## src/rtl/input_rd_master.sv

```systemverilog
// input_rd_master: one 64-beat AXI4 INCR read burst per cache line fill, rack 1 cycle after each R handshake.
// Single outstanding AR; rready held through DATA/DRAIN. `RDMA_RRESP_CHK_EN adds sticky err/err_adr.
module input_rd_master #(
  parameter int AW    = 32,
  parameter int NBEAT = 64,
  parameter int BSZ   = 9
) (
  input  logic          clk,
  input  logic          xrst,
  input  logic          civ,
  input  logic [AW-1:0] base,
  input  logic          rreq,
  input  logic [23:0]   radr,
  output logic          rack,
  output logic [63:0]   rdata,
  output logic [AW-1:0] m_araddr,
  output logic [7:0]    m_arlen,
  output logic [2:0]    m_arsize,
  output logic [1:0]    m_arburst,
  output logic          m_arvalid,
  input  logic          m_arready,
  input  logic [63:0]   m_rdata,
  input  logic [1:0]    m_rresp,
  input  logic          m_rlast,
  input  logic          m_rvalid,
  output logic          m_rready
`ifdef RDMA_RRESP_CHK_EN
  ,
  output logic          err,
  output logic [AW-1:0] err_adr
`endif
);

  localparam int CW = $clog2(NBEAT);
  localparam logic [CW-1:0] LAST = CW'(NBEAT - 1);

  typedef enum logic [1:0] {S_IDLE, S_ADDR, S_DATA, S_DRAIN} state_t;

  state_t          state_q, state_d;
  logic [AW-1:0]   araddr_q, araddr_d;
  logic            arvalid_q, arvalid_d;
  logic [CW-1:0]   bcnt_q, bcnt_d;
  logic            rack_q, rack_d;
  logic [63:0]     rdata_q, rdata_d;
  logic            abort_q, abort_d;
  logic            beat;
  logic            last;
  logic [AW-1:0]   line_base;

  assign line_base = {base[AW-1:BSZ], {BSZ{1'b0}}};
  assign m_rready  = (state_q == S_DATA) || (state_q == S_DRAIN);
  assign beat      = m_rvalid && m_rready;
  assign last      = (bcnt_q == LAST);

  assign m_araddr  = araddr_q;
  assign m_arvalid = arvalid_q;
  assign m_arlen   = 8'(NBEAT - 1);
  assign m_arsize  = 3'b011;
  assign m_arburst = 2'b01;
  assign rdata     = rdata_q;
  // An invalidate kills a rack already in flight while the burst is still live.
  assign rack      = rack_q && !(civ && (state_q == S_DATA));

  always_comb begin
    state_d   = state_q;
    araddr_d  = araddr_q;
    arvalid_d = arvalid_q;
    bcnt_d    = bcnt_q;
    rack_d    = 1'b0;
    rdata_d   = rdata_q;
    abort_d   = abort_q;
    case (state_q)
      S_IDLE: begin
        // rack_q high here means the previous burst's last rack is on the wire this cycle.
        if (rreq && !civ && !rack_q) begin
          araddr_d  = line_base + AW'(radr);
          arvalid_d = 1'b1;
          abort_d   = 1'b0;
          state_d   = S_ADDR;
        end
      end
      S_ADDR: begin
        if (civ) abort_d = 1'b1;
        if (m_arready) begin
          arvalid_d = 1'b0;
          bcnt_d    = '0;
          state_d   = (abort_q || civ) ? S_DRAIN : S_DATA;
        end
      end
      S_DATA: begin
        if (beat) begin
          rdata_d = m_rdata;
          rack_d  = !civ;
          bcnt_d  = bcnt_q + 1'b1;
        end
        if (beat && last) state_d = S_IDLE;
        else if (civ)     state_d = S_DRAIN;
      end
      S_DRAIN: begin
        if (beat) begin
          bcnt_d = bcnt_q + 1'b1;
          if (last) state_d = S_IDLE;
        end
      end
      default: state_d = S_IDLE;
    endcase
  end

  always_ff @(posedge clk or negedge xrst) begin
    if (!xrst) begin
      state_q   <= S_IDLE;
      araddr_q  <= '0;
      arvalid_q <= 1'b0;
      bcnt_q    <= '0;
      rack_q    <= 1'b0;
      rdata_q   <= '0;
      abort_q   <= 1'b0;
    end else begin
      state_q   <= state_d;
      araddr_q  <= araddr_d;
      arvalid_q <= arvalid_d;
      bcnt_q    <= bcnt_d;
      rack_q    <= rack_d;
      rdata_q   <= rdata_d;
      abort_q   <= abort_d;
    end
  end

`ifdef RDMA_RRESP_CHK_EN
  logic          err_q, err_d;
  logic [AW-1:0] err_adr_q, err_adr_d;
  logic          err_hit;
  logic          unused_base;

  assign unused_base = ^base[BSZ-1:0];
  assign err_hit     = beat && ((m_rresp != 2'b00) || (m_rlast != last));

  always_comb begin
    err_d     = err_q | err_hit;
    err_adr_d = err_adr_q;
    if (err_hit && !err_q) err_adr_d = araddr_q;
  end

  always_ff @(posedge clk or negedge xrst) begin
    if (!xrst) begin
      err_q     <= 1'b0;
      err_adr_q <= '0;
    end else begin
      err_q     <= err_d;
      err_adr_q <= err_adr_d;
    end
  end

  assign err     = err_q;
  assign err_adr = err_adr_q;
`else
  logic unused_inputs;
  assign unused_inputs = ^{m_rresp, m_rlast, base[BSZ-1:0]};
`endif

endmodule

```

## config.mk

```make
export PLATFORM = sky130hd
export DESIGN_NAME = input_rd_master
export DESIGN_NICKNAME = d
export VERILOG_FILES = /design/src/rtl/input_rd_master.sv
export SDC_FILE = /design/constraint.sdc
export NUM_CORES = 1
export LEC_CHECK = 0
export ABC_AREA = 1
export BUFFER_PORTS_ARGS = -buffer_cell sky130_fd_sc_hd__buf_2
export CORE_UTILIZATION = 35
export CTS_BUF_LIST = sky130_fd_sc_hd__clkbuf_8
export CTS_CLUSTER_DIAMETER = 120
export DETAILED_ROUTE_END_ITERATION = 8
export PLACE_DENSITY = 0.7
export SYNTH_ARGS = -nofsm -noshare
export SYNTH_HDL_FRONTEND = slang
export SYNTH_SLANG_ARGS = --single-unit
```

## constraint.sdc

```tcl
create_clock -name clk -period 4.45 [get_ports clk]
set_input_delay 0.89 -clock clk [delete_from_list [all_inputs] [get_ports clk]]
set_output_delay 0.89 -clock clk [all_outputs]
set_load 0.01 [all_outputs]
```

==> impl_metrics.py, run 1 <==
metrics = {
    "critical_path": {
        "r2r.worst_path.cells": 5,
        "worst_path_cell_trace": "inv_2, nor2_2, inv_1, o21ai_0, inv_1, buf_2",
        "rr_startpoint": "state_q[1]$_DFFE_PN0P_",
        "cpMostUsedCell": "sky130_fd_sc_hd__inv_1",
        "worstPathArrival_ns": 1.59,
        "critPathMaxFanout": 7,
        "slowest_delay_ns": 0.53,
        "cp-end-kind": "output port",
        "worstReg2RegEnd": "rdata[7]$_DFFE_PN0P_",
        "r2r_setup_slack_ns": 2.26,
        "cp-start-kind": "flop",
        "path_class": "reg -> out",
        "critPathSlowestCell": "sky130_fd_sc_hd__dfrtp_1",
        "worst_ep_required_time_ns": 3.56,
    },
    "floorplan": {
        "io_pins": 241,
        "initial_core_util_pct": 35.9,
        "num_rows": 46,
        "height_of_the_chip_um": 130,
        "core-area_um2": 15900,
        "floorplan.die.width_um": 130,
        "floorplan.die_area_um2": 16800,
    },
    "placement": {
        "place_inst": 1023,
        "placement.setup.worst_slack_ns": 1.73,
        "place_area_um2": 6920,
        "dpl.hpwl_um": 10100,
        "placement.io_buffers": 215,
        "gp_congestion": 0.832,
    },
    "hold_path": {
        "holdCritPathClass": "reg -> reg",
        "worstHoldPathCells": 2,
        "min_from": "m_araddr[2]$_DFFE_PN0P_",
        "worst_hold_path.endpoint": "m_araddr[2]$_DFFE_PN0P_",
    },
    "yosys": {
        "synthDominantAreaCellType": "sky130_fd_sc_hd__dfrtp_1",
        "synthesized_instance_count": 605,
        "yosys_warnings": 0,
        "synth_seq_area_share_pct": 47.0,
        "syn_area_um2": 5700,
        "ys_top_cells_by_area": "sky130_fd_sc_hd__dfrtp_1 47%, sky130_fd_sc_hd__mux2_4 13%, sky130_fd_sc_hd__nand2_1 12%",
        "syn_area_per_cell_um2": 9.43,
        "synth_fa_ha_area_share_pct": 3.86,
        "register_bit_total_from_synthesis": 107,
        "yosysTopAreaCellShare_pct": 47.0,
        "synth-compound-area-share_pct": 3.36,
        "main_combinational_cell_family_by_area_after_synthesis": "simple AND/OR/NAND/NOR gates",
        "synth.lib_cells_used.distinct": 35,
        "area_fraction_in_and_or_nand_and_nor_cells_after_synthesis_pct": 20.4,
        "synth_xor_area_share_pct": 1.54,
        "synth.area.mux_share_pct": 15.9,
    },
    "pwr": {
        "total_switching_power_uw": 1510,
        "power.share.clock_pct": 16.1,
        "worst_ir_drop_vdd_mv": 0.260,
        "seq_power_share_pct": 40.6,
        "pwr_density_cell_nw_per_um2": 579,
        "totalPowerFinal_uw": 4140,
        "share_comb_of_total_power_pct": 43.3,
        "power.share.switching_pct": 36.5,
        "p_leak_uw": 0.00406,
        "internal-power_uw": 2630,
    },
    "detailed_routing": {
        "vias_per_cell": 4.45,
        "drt-initial-drc-count": 179,
        "drt-pass1-iter-count": 4,
        "routedWlPerCell_um": 12.7,
        "via_count": 4624,
        "final_antenna_net_count": 0,
        "routed_wl_um": 13200,
        "route.detailed.drc": 0,
    },
    "finish": {
        "area_growth_pct": 25.4,
        "stdcell_count": 1039,
        "drive_above_1_share_pct": 38.2,
        "diodes": 0,
        "num-nets-final": 964,
        "final_design_area_no_fill_um2": 7150,
    },
    "sta": {
        "timing.final.max_slew_violations": 0,
        "setup_slack_ns": 1.97,
        "final.period_utilization_pct": 55.8,
        "period_minus_slack_ns": 2.48,
        "worst_slew_margin_relative_to_its_limit_pct": 38.5,
        "clock-skew-final_ns": 0.00848,
        "worstMarginPinSlew_ns": 0.922,
        "rsz0062_at_grt": "false",
        "hold_violations": 0,
        "achievable-frequency_ghz": 0.403,
        "setup_viol": 0,
        "setup_tns_ns": 0,
    },
    "global_routing": {
        "via_count_of_the_first_global_routing_pass": 4231,
        "gr-usage-all-layers_pct": 15.6,
        "gr-total-overflow": 0,
        "number_of_antenna_violations_at_the_first_check_in_global_routing": 0,
        "grt_first_pass_wirelength_um": 20300,
        "grt_max_degree": 57,
    },
    "clock_network": {
        "post_cts_resize_count": 0,
        "cts.repair_timing.setup_buffer_count": 0,
        "cts_hold_buffers": 0,
        "tritoncts.num_buffers": 9,
        "clock_tree.htree_level_count": 3,
        "tritoncts": "built",
        "cts.sink_count": 107,
        "clock_latency_ns": 0.39,
        "clk_transition_reported_paths_ns": 0.12,
        "clock_tree.root_cell": "sky130_fd_sc_hd__clkbuf_8",
        "cts.path.max_buffers": 2,
    },
    "status": {
        "run_status": "complete, no violations",
    },
    "job": {
        "drv_cap": 0,
    },
}
[power groups by stage]
| stage | Combinational (uW) | Sequential, uW | Clock (uW) |
|---|---|---|---|
| after global routing | 1980 | 1750 | 732 |
| after floorplan | 935 | 1890 | 0 |
| after detailed placement | 1800 | 1700 | 0 |
| after global placement | 1790 | 1680 | 0 |
| after CTS | 1810 | 1690 | 700 |
| final | 1790 | 1680 | 667 |
[synthesized netlist by cell type]
master                       n
sky130_fd_sc_hd__o21ai_0    13
sky130_fd_sc_hd__a31oi_1     1
sky130_fd_sc_hd__dfrtp_1   107
sky130_fd_sc_hd__clkbuf_1    4
sky130_fd_sc_hd__and2_1      2
sky130_fd_sc_hd__o21ai_1     6
sky130_fd_sc_hd__nor2_1     32
sky130_fd_sc_hd__mux2_4     49
sky130_fd_sc_hd__buf_2       4
sky130_fd_sc_hd__fa_1        1
sky130_fd_sc_hd__nor4_1      1
sky130_fd_sc_hd__conb_1      2
sky130_fd_sc_hd__inv_2       3
sky130_fd_sc_hd__o22ai_1     1
sky130_fd_sc_hd__nand3_1    32
sky130_fd_sc_hd__nor2_2      2
sky130_fd_sc_hd__nor3_1      5
sky130_fd_sc_hd__xor2_1      4
sky130_fd_sc_hd__or2_2       3
sky130_fd_sc_hd__inv_1      62
sky130_fd_sc_hd__a221oi_2    1
sky130_fd_sc_hd__a21oi_1    12
sky130_fd_sc_hd__mux2_2     15
sky130_fd_sc_hd__a22o_1      1
sky130_fd_sc_hd__or2_0       1
sky130_fd_sc_hd__buf_6       6
sky130_fd_sc_hd__ha_1       16
sky130_fd_sc_hd__nand2_2     1
sky130_fd_sc_hd__buf_4      14
sky130_fd_sc_hd__nand4_1     2
sky130_fd_sc_hd__xnor2_1     6
sky130_fd_sc_hd__nand2_1   189
sky130_fd_sc_hd__nor2_4      3
sky130_fd_sc_hd__nor3_4      1
sky130_fd_sc_hd__nand3b_1    3
[state kept, by name (all words and copies together) (netlist names)]
register and count:
abort_q 1, bcnt_q 6, m_araddr 32, m_arvalid 1, rack_q 1, rdata 64
state_q 2
[layer usage]
layer / vias to the layer above / wire, um / share of wire (%) / global-route usage [%]
li1: 2328 / - / - / -
met4: 0 / 153 / 1.2 / 4.31
met2: 179 / 6040 / 46 / 25.9
met5: - / 0 / 0 / 0
met3: 15 / 1140 / 8.6 / 5.45
met1: 2102 / 5850 / 44 / 19.1
[layout by cell type (no fill, tap or decap), types with 15 or more instances in the layout]
cell type,n
sky130_fd_sc_hd__nand3_1,32
sky130_fd_sc_hd__nor2_1,32
sky130_fd_sc_hd__nand2_1,188
sky130_fd_sc_hd__dfrtp_1,107
sky130_fd_sc_hd__buf_2,214
sky130_fd_sc_hd__ha_1,16
sky130_fd_sc_hd__mux2_4,49
sky130_fd_sc_hd__mux2_2,15
sky130_fd_sc_hd__inv_1,62
[stage by stage]
| stage | hold slack [ns] | util (%) |
|---|---|---|
| finish | 0.483 | 45.0 |
| global route | 0.517 | 45.0 |
| CTS | 0.484 | 45.0 |
| detailed placement | 0.454 | 43.6 |
| global placement | 0.454 | 43.6 |
| floorplan | 0.486 | - |
[cells by family (layout without fill, tap and decap cells)]
family                     after synthesis  in the layout
AOI/OAI and AO/OA                       35             35
xor gates and xnor gates                10             10
adders and majority gates               17             17
buffers and inverters                   93            300
DFF                                    107            107
muxes                                   64             64
other                                    2             13
and+or+nand+nor                        277            277
[critical path: cells and delay by family (launching register included)]
family / cells / cell delay [ns]
AOI/OAI and AO/OA: 1 / 0.15
buffers and inverters: 4 / 0.36
DFF: 1 / 0.53
and+or+nand+nor: 1 / 0.16
[worst max-delay path by stage]
stage	slack, ns	startpoint	end	depth (start not counted)
final	1.97	state_q[1]$_DFFE_PN0P_	rack	6
after global routing	1.82	state_q[1]$_DFFE_PN0P_	rack	6
after CTS	1.94	state_q[1]$_DFFE_PN0P_	rack	6
after detailed placement	1.73	base[9]	m_araddr[29]$_DFFE_PN0P_	12
after global placement	1.75	base[9]	m_araddr[29]$_DFFE_PN0P_	12
after floorplan	2.20	base[9]	m_araddr[29]$_DFFE_PN0P_	11
[cell type report]
type / instances / area [um^2]
clock buffer: 9 / 124
tap: 216 / 270
inverter: 65 / 244
clock inverter: 7 / 105
sequential: 107 / 2680
multi-input combinational: 416 / 2620
timing repair buffer: 219 / 1110
fill: 1551 / 8730
Power figures use the tool's default switching activity.
==> run 2: changes to the inputs <==
ABC_AREA = 0   (was 1)
PLACE_DENSITY = 0.74   (was 0.7)
clock period = 2.2 ns   (was 4.45 ns; I/O delays follow)
==> run 2 against run 1 <==
- global-route usage down 0.58 points
- clock-buffer cell count up 2
- area after synthesis down 11%
- critical path depth up 2
- first-iteration DRC count down 21%
- clock skew up 0.0059 ns
- routed wire length down 14%
- worst hold slack worse by 0.24 ns
- die area down 11%
- combinational power up 78%
- non-clock buffer count up 38
==> impl_metrics.py, run 2 <==
metrics = {
    "status": {
        "run_status": "complete, no violations",
    },
    "placement": {
        "dpl.hpwl_um": 8760,
        "gp_congestion": 0.834,
        "place_inst": 870,
        "placement.setup.worst_slack_ns": -0.319,
        "placement.io_buffers": 215,
    },
    "hold_path": {
        "holdCritPathClass": "in -> reg",
    },
    "global_routing": {
        "via_count_of_the_first_global_routing_pass": 3714,
        "gr-usage-all-layers_pct": 15.0,
        "number_of_antenna_violations_at_the_first_check_in_global_routing": 0,
        "grt_max_degree": 70,
        "met1_usage_pct": 18.4,
        "grtUsageMet3_pct": 3.76,
        "global_route.peak_usage_layer": "met2",
        "gr-total-overflow": 0,
        "groute.layer.met2.usage_pct": 25.0,
        "grt_first_pass_wirelength_um": 17600,
    },
    "finish": {
        "largest_reg_flops": 64,
        "fillers": 1293,
        "stdcell_count": 886,
        "diodes": 0,
        "final_common_cell": "sky130_fd_sc_hd__buf_2",
        "area_growth_pct": 34.6,
        "most_used_cells_in_the_layout_excluding_fill_and_tap_cells": "214 x sky130_fd_sc_hd__buf_2, 107 x sky130_fd_sc_hd__dfrtp_1, 64 x sky130_fd_sc_hd__mux2_2",
        "drive_above_1_share_pct": 48.7,
        "num-nets-final": 848,
    },
    "critical_path": {
        "critPathMaxFanout": 3,
        "path_class": "in -> reg",
        "worstPathArrival_ns": 2.32,
        "cp-start-kind": "input port",
        "r2r_setup_slack_ns": 0.31,
        "worst_ep_required_time_ns": 2.46,
        "cp-end-kind": "flop",
    },
    "yosys": {
        "synth_most_common_cell": "sky130_fd_sc_hd__dfrtp_1",
        "synth_seq_area_share_pct": 52.9,
        "ys_top_cells_by_area": "sky130_fd_sc_hd__dfrtp_1 53%, sky130_fd_sc_hd__mux2_2 14%, sky130_fd_sc_hd__nand2_1 4.7%",
        "yosys_warnings": 0,
        "most_numerous_cell_types_in_the_synthesized_netlist": "107 x sky130_fd_sc_hd__dfrtp_1, 64 x sky130_fd_sc_hd__mux2_2, 64 x sky130_fd_sc_hd__nand2_1",
        "synthesized_instance_count": 454,
        "synthDominantAreaCellType": "sky130_fd_sc_hd__dfrtp_1",
        "synth-main-ff-cell": "sky130_fd_sc_hd__dfrtp_1",
        "ys_async_sr_fraction_pct": 100,
        "register_bit_total_from_synthesis": 107,
        "syn_area_um2": 5070,
        "synth.lib_cells_used.distinct": 44,
        "synth_enable_flop_cells": 0,
        "syn_area_per_cell_um2": 11.2,
        "yosysTopAreaCellShare_pct": 52.9,
    },
    "sta": {
        "timing.final.max_slew_violations": 0,
        "achievable-frequency_ghz": 0.485,
        "period_minus_slack_ns": 2.06,
        "rsz0062_at_grt": "false",
        "hold_violations": 0,
        "final.period_utilization_pct": 93.7,
        "setup_slack_ns": 0.140,
        "setup_viol": 0,
        "clock-skew-final_ns": 0.0143,
    },
    "pwr": {
        "internal-power_uw": 5020,
        "seq_power_share_pct": 43.8,
        "worst_ir_drop_vdd_mv": 0.445,
        "power.share.clock_pct": 14.9,
        "share_comb_of_total_power_pct": 41.3,
        "total_switching_power_uw": 2700,
        "p_leak_uw": 0.00346,
        "power.share.switching_pct": 35.0,
        "pwr_density_cell_nw_per_um2": 1130,
    },
    "clock_network": {
        "tritoncts.num_buffers": 9,
        "clock_latency_ns": 0.37,
        "clock_tree.htree_level_count": 3,
        "cts.repair_timing.setup_buffer_count": 0,
        "tritoncts": "built",
        "cts.path.max_buffers": 2,
        "clock_tree.root_cell": "sky130_fd_sc_hd__clkbuf_8",
        "cts.sink_count": 107,
        "clk_transition_reported_paths_ns": 0.11,
    },
    "detailed_routing": {
        "route.detailed.drc": 0,
        "via_count": 4102,
        "routedWlPerCell_um": 12.7,
        "final_antenna_net_count": 0,
        "vias_per_cell": 4.63,
        "routed_wl_um": 11300,
        "drt-pass1-iter-count": 4,
        "drt-initial-drc-count": 142,
    },
    "job": {
        "drv_cap": 0,
    },
    "floorplan": {
        "height_of_the_chip_um": 122,
        "floorplan.die.width_um": 122,
        "num_rows": 43,
        "initial_core_util_pct": 36.2,
        "floorplan.die_area_um2": 15000,
        "core-area_um2": 14000,
        "io_pins": 241,
    },
}
-- run 2: worst max-delay path: stages --
cell                       delay (ns)
sky130_fd_sc_hd__buf_2           0.11
sky130_fd_sc_hd__ha_1            0.31
sky130_fd_sc_hd__a211oi_2        0.29
sky130_fd_sc_hd__o21ai_0         0.19
sky130_fd_sc_hd__nor4b_1         0.20
sky130_fd_sc_hd__o31a_1          0.25
sky130_fd_sc_hd__or3_1           0.31
sky130_fd_sc_hd__a31o_2          0.23
-- run 2: per-layer routing --
layer	wire length, um	up-vias	share of wire [%]
li1	-	2063	-
met1	4910	1870	43
met2	5370	153	48
met3	813	16	7.2
met4	206	0	1.8
met5	0	-	0
-- run 2: worst paths after layout --
kind | depth (start not counted) | end | startpoint
worst max-delay path | 8 | m_araddr[26]$_DFFE_PN0P_ | base[10]
max in group asynchronous | 3 | bcnt_q[4]$_DFFE_PN0P_ | xrst
worst max register to register | 4 | m_araddr[30]$_DFFE_PN0P_ | state_q[1]$_DFFE_PN0P_
worst min register to register | 2 | m_arvalid$_DFFE_PN0P_ | m_arvalid$_DFFE_PN0P_
min in group asynchronous | 2 | rdata[33]$_DFFE_PN0P_ | xrst
worst min-delay path | 3 | m_araddr[7]$_DFFE_PN0P_ | radr[7]
-- run 2: power groups by stage --
| stage | clock [uW] | sequential, uW | combinational (uW) |
|---|---|---|---|
| after floorplan | 0 | 3860 | 1340 |
| after global placement | 0 | 3390 | 3160 |
| after detailed placement | 0 | 3430 | 3240 |
| after CTS | 1210 | 3390 | 3240 |
| after global routing | 1300 | 3510 | 3540 |
| final | 1150 | 3380 | 3180 |
-- run 2: timing repair --
| item | in CTS | in global routing |
|---|---|---|
| endpoints found under the hold margin | 4 | 0 |
| resized for setup | 0 | 1 |
| hold buffers | 1 | 0 |
| endpoints found under the setup margin | 0 | 1 |
-- run 2: layout make-up --
class	count	area [um^2]	area share, %
Clock buffer	11	151	2.22
Multi-Input combinational cell	320	2260	33.1
Tap cell	180	225	3.30
Sequential cell	107	2680	39.3
Timing Repair Buffer	257	1450	21.2
Clock inverter	4	33.8	0.495
Inverter	7	26.3	0.385
-- run 2: metrics by stage --
stage	cell area (um^2)	util (%)	total power [uW]	hold slack (ns)	setup TNS, ns
final	6820	48.8	7710	0.247	0
after global routing	6820	48.8	8350	0.216	0
after CTS	6820	48.7	7840	0.212	0
after detailed placement	6620	47.3	6660	0.265	-1.51
after global placement	6620	47.3	6550	0.266	-1.28
after floorplan	5130	-	5200	0.144	-0.000429
-- run 2: kinds of logic (layout without fill, tap and decap cells) --
family                   after synthesis  count (layout)  synth area share (%)
AO/OA/AOI/OAI                         83              83                  9.95
XOR/XNOR                              15              15                  2.59
adder cells (fa/ha/maj)               17              17                  4.35
buffers and inverters                 38             279                  4.00
flip-flops                           107             107                  52.9
multiplexers                          65              65                  14.4
other                                  2              13                 0.148
AND/OR/NAND/NOR                      127             127                  11.7
